--- config.mk ---
export PLATFORM = sky130hd
export DESIGN_NAME = instruction_fetch_unit_flat
export DESIGN_NICKNAME = d
export VERILOG_FILES = /design/src/rtl/instruction_fetch_unit_pkg.sv /design/src/rtl/instruction_fetch_unit_if.sv /design/src/rtl/instruction_fetch_unit_skid.sv /design/src/rtl/instruction_fetch_unit.sv /design/src/flat_wrapper.sv
export SDC_FILE = /design/constraint.sdc
export NUM_CORES = 1
export LEC_CHECK = 0
export ABC_CLOCK_PERIOD_IN_PS = 2600
export CELL_PAD_IN_SITES_DETAIL_PLACEMENT = 0
export CELL_PAD_IN_SITES_GLOBAL_PLACEMENT = 1
export CORE_UTILIZATION = 39
export CTS_BUF_LIST = sky130_fd_sc_hd__clkbuf_4 sky130_fd_sc_hd__clkbuf_8
export CTS_CLUSTER_DIAMETER = 40
export DETAILED_ROUTE_END_ITERATION = 8
export PLACE_DENSITY_LB_ADDON = 0.1
export SYNTH_ARGS = -nofsm -noshare
export SYNTH_HDL_FRONTEND = slang
export SYNTH_HIERARCHICAL = 1
export SYNTH_SLANG_ARGS = --single-unit
export TNS_END_PERCENT = 100
--- constraint.sdc ---
create_clock -name clk -period 2.6 [get_ports clk]
set_input_delay 0.65 -clock clk [delete_from_list [all_inputs] [get_ports clk]]
set_output_delay 0.65 -clock clk [all_outputs]
set_load 0.1 [all_outputs]
--- src/rtl/instruction_fetch_unit_pkg.sv ---
`default_nettype none
`timescale 1ns/1ps
// ============================================================================
// Module   : instruction_fetch_unit_pkg
// Brief    : Shared widths, program size and fetch-word type for the IFU.
// Revision : 1.0
// ============================================================================
package instruction_fetch_unit_pkg;

   localparam int ADDR_W   = 8;
   localparam int DATA_W   = 32;
   localparam int PC_LIMIT = 5;
   localparam int RESET_PC = 0;

   typedef struct packed {
      logic [ADDR_W-1:0] pc;
      logic [DATA_W-1:0] instr;
   } fetch_word_t;

endpackage
`default_nettype wire

--- src/rtl/instruction_fetch_unit_if.sv ---
`default_nettype none
`timescale 1ns/1ps
// ============================================================================
// Module   : instruction_fetch_unit_if
// Brief    : Memory request, redirect and decode-stream signals of the IFU.
// Revision : 1.0
// ============================================================================
interface instruction_fetch_unit_if;
   import instruction_fetch_unit_pkg::*;

   logic              fetch_en;
   logic [ADDR_W-1:0] mem_addr;
   logic [DATA_W-1:0] mem_instruction;
   logic              branch_valid;
   logic [ADDR_W-1:0] branch_target;
   logic              instr_ready;
   logic              instr_valid;
   logic [DATA_W-1:0] instr_out;
   logic [ADDR_W-1:0] pc_out;
   logic              fetch_err;

   modport master (
      input  fetch_en, mem_instruction, branch_valid, branch_target, instr_ready,
      output mem_addr, instr_valid, instr_out, pc_out, fetch_err
   );

   modport slave (
      output fetch_en, mem_instruction, branch_valid, branch_target, instr_ready,
      input  mem_addr, instr_valid, instr_out, pc_out, fetch_err
   );

endinterface
`default_nettype wire

--- src/rtl/instruction_fetch_unit_skid.sv ---
`default_nettype none
`timescale 1ns/1ps
// ============================================================================
// Module   : fetch_skid_buffer
// Brief    : Two-entry in-order out+skid register pair with push/pop/flush.
// Revision : 1.0
// ============================================================================
module fetch_skid_buffer
   import instruction_fetch_unit_pkg::*;
(
   input  logic        clk,
   input  logic        rst_n,
   input  logic        i_push,
   input  fetch_word_t i_push_word,
   input  logic        i_pop,
   input  logic        i_flush,
   output logic        o_out_v,
   output fetch_word_t o_out_word,
   output logic [1:0]  o_count
);

   logic        r_out_v;
   logic        r_skid_v;
   fetch_word_t r_out_word;
   fetch_word_t r_skid_word;

   always_ff @(posedge clk or negedge rst_n) begin
      if (!rst_n) begin
         r_out_v     <= 1'b0;
         r_skid_v    <= 1'b0;
         r_out_word  <= '0;
         r_skid_word <= '0;
      end else if (i_flush) begin
         r_out_v  <= 1'b0;
         r_skid_v <= 1'b0;
      end else if (i_pop && r_out_v) begin
         // Skid always holds the older word, so it drains ahead of any push.
         if (r_skid_v) begin
            r_out_word <= r_skid_word;
            if (i_push) begin
               r_skid_word <= i_push_word;
            end else begin
               r_skid_v <= 1'b0;
            end
         end else if (i_push) begin
            r_out_word <= i_push_word;
         end else begin
            r_out_v <= 1'b0;
         end
      end else if (i_push) begin
         if (!r_out_v) begin
            r_out_v    <= 1'b1;
            r_out_word <= i_push_word;
         end else begin
            r_skid_v    <= 1'b1;
            r_skid_word <= i_push_word;
         end
      end
   end

   assign o_out_v    = r_out_v;
   assign o_out_word = r_out_word;
   assign o_count    = {1'b0, r_out_v} + {1'b0, r_skid_v};

endmodule
`default_nettype wire

--- src/rtl/instruction_fetch_unit.sv ---
`default_nettype none
`timescale 1ns/1ps
// ============================================================================
// Module   : instruction_fetch_unit
// Brief    : PC, issue and redirect control feeding a decode valid/ready stream.
// Revision : 1.0
// ============================================================================
module instruction_fetch_unit
   import instruction_fetch_unit_pkg::*;
(
   input  logic                    clk,
   input  logic                    rst_n,
   instruction_fetch_unit_if.master bus
);

   localparam logic [ADDR_W-1:0] c_PC_LIMIT = ADDR_W'(PC_LIMIT);
   localparam logic [ADDR_W-1:0] c_PC_LAST  = ADDR_W'(PC_LIMIT - 1);
   localparam logic [ADDR_W-1:0] c_RESET_PC = ADDR_W'(RESET_PC);
   localparam logic [ADDR_W-1:0] c_PC_ONE   = ADDR_W'(1);

   logic [ADDR_W-1:0] r_pc;
   logic [ADDR_W-1:0] r_inflight_pc;
   logic              r_inflight;
   logic              r_fetch_err;

   logic              w_pop;
   logic              w_issue;
   logic              w_bad_target;
   logic              w_push;
   logic              w_out_v;
   logic [1:0]        w_count;
   logic [2:0]        w_occ;
   fetch_word_t       w_push_word;
   fetch_word_t       w_out_word;

   assign w_pop        = w_out_v & bus.instr_ready;
   // Occupancy as it will stand after this edge's pop; keeps inflight+queued <= 2.
   assign w_occ        = {1'b0, w_count} + {2'b00, r_inflight} - {2'b00, w_pop};
   assign w_issue      = bus.fetch_en & ~bus.branch_valid & (w_occ < 3'd2);
   assign w_bad_target = (bus.branch_target >= c_PC_LIMIT);
   assign w_push       = r_inflight & ~bus.branch_valid;

   assign w_push_word.pc    = r_inflight_pc;
   assign w_push_word.instr = bus.mem_instruction;

   always_ff @(posedge clk or negedge rst_n) begin
      if (!rst_n) begin
         r_pc          <= c_RESET_PC;
         r_inflight    <= 1'b0;
         r_inflight_pc <= '0;
         r_fetch_err   <= 1'b0;
      end else begin
         r_fetch_err <= bus.branch_valid & w_bad_target;
         if (bus.branch_valid) begin
            r_inflight <= 1'b0;
            r_pc       <= w_bad_target ? c_RESET_PC : bus.branch_target;
         end else if (w_issue) begin
            r_inflight    <= 1'b1;
            r_inflight_pc <= r_pc;
            r_pc          <= (r_pc == c_PC_LAST) ? '0 : r_pc + c_PC_ONE;
         end else begin
            r_inflight <= 1'b0;
         end
      end
   end

   fetch_skid_buffer u_skid (
      .clk         (clk),
      .rst_n       (rst_n),
      .i_push      (w_push),
      .i_push_word (w_push_word),
      .i_pop       (w_pop),
      .i_flush     (bus.branch_valid),
      .o_out_v     (w_out_v),
      .o_out_word  (w_out_word),
      .o_count     (w_count)
   );

   assign bus.mem_addr    = r_pc;
   assign bus.instr_valid = w_out_v;
   assign bus.instr_out   = w_out_word.instr;
   assign bus.pc_out      = w_out_word.pc;
   assign bus.fetch_err   = r_fetch_err;

endmodule
`default_nettype wire
--- src/flat_wrapper.sv ---
// flat-port wrapper written by rule: the top's interface ports become plain ports
module instruction_fetch_unit_flat import instruction_fetch_unit_pkg::*;
  (clk, rst_n, bus_fetch_en, bus_mem_instruction, bus_branch_valid, bus_branch_target, bus_instr_ready, bus_mem_addr, bus_instr_valid, bus_instr_out, bus_pc_out, bus_fetch_err);
  instruction_fetch_unit_if bus_i ();
  input  logic clk;
  input  logic rst_n;
  input wire logic [$bits(bus_i.fetch_en)-1:0] bus_fetch_en;
  input wire logic [$bits(bus_i.mem_instruction)-1:0] bus_mem_instruction;
  input wire logic [$bits(bus_i.branch_valid)-1:0] bus_branch_valid;
  input wire logic [$bits(bus_i.branch_target)-1:0] bus_branch_target;
  input wire logic [$bits(bus_i.instr_ready)-1:0] bus_instr_ready;
  output wire logic [$bits(bus_i.mem_addr)-1:0] bus_mem_addr;
  output wire logic [$bits(bus_i.instr_valid)-1:0] bus_instr_valid;
  output wire logic [$bits(bus_i.instr_out)-1:0] bus_instr_out;
  output wire logic [$bits(bus_i.pc_out)-1:0] bus_pc_out;
  output wire logic [$bits(bus_i.fetch_err)-1:0] bus_fetch_err;
  assign bus_i.fetch_en = bus_fetch_en;
  assign bus_i.mem_instruction = bus_mem_instruction;
  assign bus_i.branch_valid = bus_branch_valid;
  assign bus_i.branch_target = bus_branch_target;
  assign bus_i.instr_ready = bus_instr_ready;
  assign bus_mem_addr = bus_i.mem_addr;
  assign bus_instr_valid = bus_i.instr_valid;
  assign bus_instr_out = bus_i.instr_out;
  assign bus_pc_out = bus_i.pc_out;
  assign bus_fetch_err = bus_i.fetch_err;
  instruction_fetch_unit u_core (.clk(clk), .rst_n(rst_n), .bus(bus_i));
endmodule
==> qor.json <==
{
  "outcome": {"value": "finished clean"},
  "ctsRootBufferMaster": {"value": "sky130_fd_sc_hd__clkbuf_8"},
  "finalHoldViolCount": {"value": 0},
  "gp_routability_congestion": {"value": 0.711},
  "top_layer_used": {"value": "met4"},
  "synthesized_area_per_cell": {"value": 14.7, "unit": "µm²"},
  "via_count": {"value": 2886},
  "dpl.hpwl": {"value": 6.08, "unit": "mm"},
  "p_int": {"value": 2.83, "unit": "mW"},
  "slew_headroom": {"value": 74.0, "unit": "%"},
  "holdCritPathClass": {"value": "input pin to asynchronous set/reset pin"},
  "max_freq": {"value": 389, "unit": "MHz"},
  "ys_dominant_reg_cell": {"value": "sky130_fd_sc_hd__dfrtp_1"},
  "reg2reg_from": {"value": "u_core/u_skid/o_out_v"},
  "cts-root-to-sink-buffers": {"value": 2},
  "seqPwrFrac": {"value": 38.5, "unit": "%"},
  "clock_latency": {"value": 360, "unit": "ps"},
  "synth_fp_nets": {"value": 362},
  "layout-drive-gt1-share": {"value": 55.7, "unit": "%"},
  "main_combinational_cell_family_by_area_after_synthesis": {"value": "multiplexers"},
  "grt_first_pass_wirelength": {"value": 15.2, "unit": "mm"},
  "post_synth_fa_ha_maj_area_fraction": {"value": 1.52, "unit": "%"},
  "timing.final.max_slew_violations": {"value": 0},
  "port_buffers": {"value": 94},
  "dieHeight": {"value": 111, "unit": "µm"},
  "cts_inserted_buffers": {"value": 9},
  "p_leak": {"value": 2.82, "unit": "nW"},
  "floorplan.initialDensity": {"value": 40.1, "unit": "%"},
  "combinational_cell_fraction_of_total_power": {"value": 43.2, "unit": "%"},
  "diodes_inserted": {"value": 0},
  "layout_setup_ws": {"value": 30.1, "unit": "ps"},
  "fin_skew": {"value": 4.71, "unit": "ps"},
  "drt_first_pass_iters": {"value": 4},
  "post_synth_and_or_nand_nor_area_fraction": {"value": 4.98, "unit": "%"},
  "core.rowCount": {"value": 39},
  "worstMarginPinSlew": {"value": 390, "unit": "ps"},
  "drv_cap": {"value": 0},
  "vdd.ir_drop.worst": {"value": 0.808, "unit": "mV"},
  "synth_cell_types": {"value": 39},
  "nNetsFinal": {"value": 477},
  "synth_top_area_share": {"value": 54.4, "unit": "%"},
  "post_layout_minimum_cycle_time": {"value": 2570, "unit": "ps"},
  "synth.mux.area_fraction": {"value": 32.9, "unit": "%"},
  "fp.dieW": {"value": 111, "unit": "µm"},
  "most_common_cell_in_the_synthesized_netlist": {"value": "sky130_fd_sc_hd__mux2_2"},
  "drc": {"value": 0},
  "holdBufCountCts": {"value": 0},
  "design.die.area": {"value": 12200, "unit": "µm²"},
  "power.switching": {"value": 2.27, "unit": "mW"},
  "placeableCoreArea": {"value": 11500, "unit": "µm²"},
  "tritoncts": {"value": "yes"},
  "setup_viol_count_final": {"value": 0},
  "cp-start-kind": {"value": "register"},
  "cts_max_level": {"value": 3},
  "dr_wl_met2": {"value": 4.30, "unit": "mm"},
  "p_per_area": {"value": 841, "unit": "nW/µm²"},
  "final_antenna_net_count": {"value": 0},
  "detail_route.wl_per_cell": {"value": 15.8, "unit": "µm"},
  "endpoint_kind": {"value": "register"},
  "yosys_warnings": {"value": 6},
  "r2r_end": {"value": "u_core/r_inflight_pc[4]"},
  "drt-met1-wl": {"value": 4.28, "unit": "mm"},
  "sequential_to_total_area_share_from_yosys_stat": {"value": 54.4, "unit": "%"},
  "detailedPlace.worstSlack": {"value": -514, "unit": "ps"},
  "clk_pin_slew": {"value": 90, "unit": "ps"},
  "grt_setup_unrepaired": {"value": "true"},
  "final.period_utilization": {"value": 98.8, "unit": "%"},
  "part_of_the_total_power_dissipated_in_the_clock_network": {"value": 18.3, "unit": "%"},
  "crit_required": {"value": 2860, "unit": "ps"},
  "synth-seq-cells": {"value": 100},
  "grt.total_usage": {"value": 16.0, "unit": "%"},
  "worst-r2r-setup-slack": {"value": 30, "unit": "ps"},
  "synth_area_leaders": {"value": "sky130_fd_sc_hd__dfrtp_1 (54%), sky130_fd_sc_hd__mux2_2 (28%), sky130_fd_sc_hd__mux2_4 (4.6%), sky130_fd_sc_hd__buf_6 (1.2%), sky130_fd_sc_hd__ha_1 (1.1%)"},
  "met3_wirelength": {"value": 405, "unit": "µm"},
  "power.share.switching": {"value": 44.5, "unit": "%"},
  "final.setup.tns": {"value": 0, "unit": "ps"},
  "grt_overflow": {"value": 0},
  "worst-path-max-fanout": {"value": 7},
  "yosys.area.top_type": {"value": "sky130_fd_sc_hd__dfrtp_1"},
  "grt_antenna_before_repair": {"value": 0},
  "first_iter_violations": {"value": 88},
  "totalWireLength": {"value": 9.06, "unit": "mm"},
  "criticalPathCategory": {"value": "register to register"},
  "first_global_vias": {"value": 2933},
  "synth_compound_gate_area_share": {"value": 2.97, "unit": "%"},
  "gate_count_after_technology_mapping": {"value": 312},
  "areaGrowthSynthToFinish": {"value": 31.7, "unit": "%"},
  "vias_per_cell": {"value": 5.03},
  "cts.sinks": {"value": 100},
  "synthXorXnorAreaFrac": {"value": 0.544, "unit": "%"},
  "cp_data_arrival_time": {"value": 2830, "unit": "ps"},
  "synth_commonest_cells": {"value": "sky130_fd_sc_hd__mux2_2 (114), sky130_fd_sc_hd__dfrtp_1 (100), sky130_fd_sc_hd__mux2_4 (14), sky130_fd_sc_hd__a21oi_1 (7), sky130_fd_sc_hd__o21ai_0 (6)"},
  "io_pins": {"value": 95},
  "synth_enable_flop_cells": {"value": 0},
  "synth_async_sr_flop_share": {"value": 100, "unit": "%"},
  "mappedNetlistArea": {"value": 4600, "unit": "µm²"},
  "grt_max_degree": {"value": 45},
  "worst-r2r-cell-count": {"value": 10}
}
==> cells in the final DEF, fill, tap and decap left out, types with 2 or more instances in the layout <==
master	netlist	routed
sky130_fd_sc_hd__buf_4	4	69
sky130_fd_sc_hd__o21ai_0	6	6
sky130_fd_sc_hd__or4_1	2	2
sky130_fd_sc_hd__dfrtp_1	100	99
sky130_fd_sc_hd__buf_12	0	6
sky130_fd_sc_hd__nand4_1	2	2
sky130_fd_sc_hd__clkdlybuf4s50_1	0	42
sky130_fd_sc_hd__mux2_4	14	21
sky130_fd_sc_hd__ha_4	0	2
sky130_fd_sc_hd__mux2i_1	2	2
sky130_fd_sc_hd__ha_1	4	2
sky130_fd_sc_hd__clkbuf_8	0	11
sky130_fd_sc_hd__mux2_2	114	107
sky130_fd_sc_hd__a21oi_1	7	7
sky130_fd_sc_hd__nor2b_1	4	4
sky130_fd_sc_hd__or3_4	0	3
sky130_fd_sc_hd__nand3_1	4	4
sky130_fd_sc_hd__nor2_1	5	5
sky130_fd_sc_hd__and2_4	0	2
sky130_fd_sc_hd__inv_1	3	2
sky130_fd_sc_hd__nand2_1	3	2
==> power by group through the flow <==
stage               Combinational [mW]  Clock (mW)  Sequential [mW]
detailed placement                2.20           0             1.99
finish                            2.20       0.934             1.96
global route                      2.28        1.05             2.00
global placement                  2.19           0             1.98
CTS                               2.21       0.991             1.96
floorplan                        0.387           0             3.28
==> critical path, cell delays in order, from the launching register on <==
cell	delay [ps]
sky130_fd_sc_hd__dfrtp_4	510
sky130_fd_sc_hd__ha_4	270
sky130_fd_sc_hd__inv_2	30
sky130_fd_sc_hd__ha_4	200
sky130_fd_sc_hd__nand2b_4	130
sky130_fd_sc_hd__fa_2	510
sky130_fd_sc_hd__and2_4	170
sky130_fd_sc_hd__nand2_4	60
sky130_fd_sc_hd__nor2_4	130
sky130_fd_sc_hd__buf_12	140
sky130_fd_sc_hd__mux2_4	290
==> cells by family after synthesis <==
logic type / count (synthesis)
buffers and inverters: 17
adder cells (fa/ha/maj): 5
XOR/XNOR: 2
AO/OA/AOI/OAI: 22
flip-flops: 100
multiplexers: 130
AND/OR/NAND/NOR: 36
==> metrics by stage <==
stage          power, mW  cells  instance area, µm²  hold slack, ps  utilization (%)
2_1_floorplan       3.66    312                4690             354                -
3_3_place_gp        4.17    555                5800             483             50.6
3_5_place_dp        4.20    555                5800             490             50.6
4_1_cts             5.16    572                6010             174             52.4
5_1_grt             5.32    574                6060             182             52.8
6_report            5.09    574                6060             190             52.8
==> flip-flops by register name, indices dropped and copies added, names as in the netlist <==
| name | count |
|---|---|
| u_core/bus.fetch_err | 1 |
| u_core/u_skid/r_skid_word | 40 |
| u_core/bus.mem_addr | 8 |
| u_core/u_skid/o_out_v | 1 |
| u_core/r_inflight | 1 |
| u_core/u_skid/o_out_word | 40 |
| u_core/u_skid/r_skid_v | 1 |
| u_core/r_inflight_pc | 8 |
==> routing by layer <==
metal,global-route usage (%),vias up
li1,-,1357
met1,21.3,1460
met2,25.0,62
met3,5.05,7
met4,5.07,0
met5,0,-
==> worst max-delay path by stage <==
stage / startpoint / endpoint / slack, ps / depth (start not counted)
2_1_floorplan: u_core/u_skid/o_out_v / u_core/bus.mem_addr[7] / -160 / 10
3_3_place_gp: bus_instr_ready / u_core/bus.mem_addr[6] / -430 / 10
3_5_place_dp: bus_instr_ready / u_core/bus.mem_addr[6] / -510 / 10
4_1_cts: u_core/u_skid/o_out_v / u_core/r_inflight_pc[4] / -7 / 10
5_1_grt: u_core/u_skid/o_out_v / u_core/r_inflight_pc[4] / -50 / 10
6_report: u_core/u_skid/o_out_v / u_core/r_inflight_pc[4] / 30 / 10
==> layout make-up <==
| cell class | instances | area, µm² |
|---|---|---|
| inverter | 3 | 11.3 |
| clock buffer | 12 | 159 |
| multi-input combinational | 195 | 2110 |
| sequential | 100 | 2510 |
| fill | 990 | 5410 |
| timing repair buffer | 118 | 1070 |
| tap | 143 | 179 |
| clock inverter | 3 | 21.3 |
==> timing repair <==
action,CTS,global route
pin swaps,2,4
setup endpoints to repair,13,12
setup buffers,2,2
gates cloned,0,0
gates resized for setup,3,4
hold endpoints to repair,0,0
(Power assumes the default switching activity.)
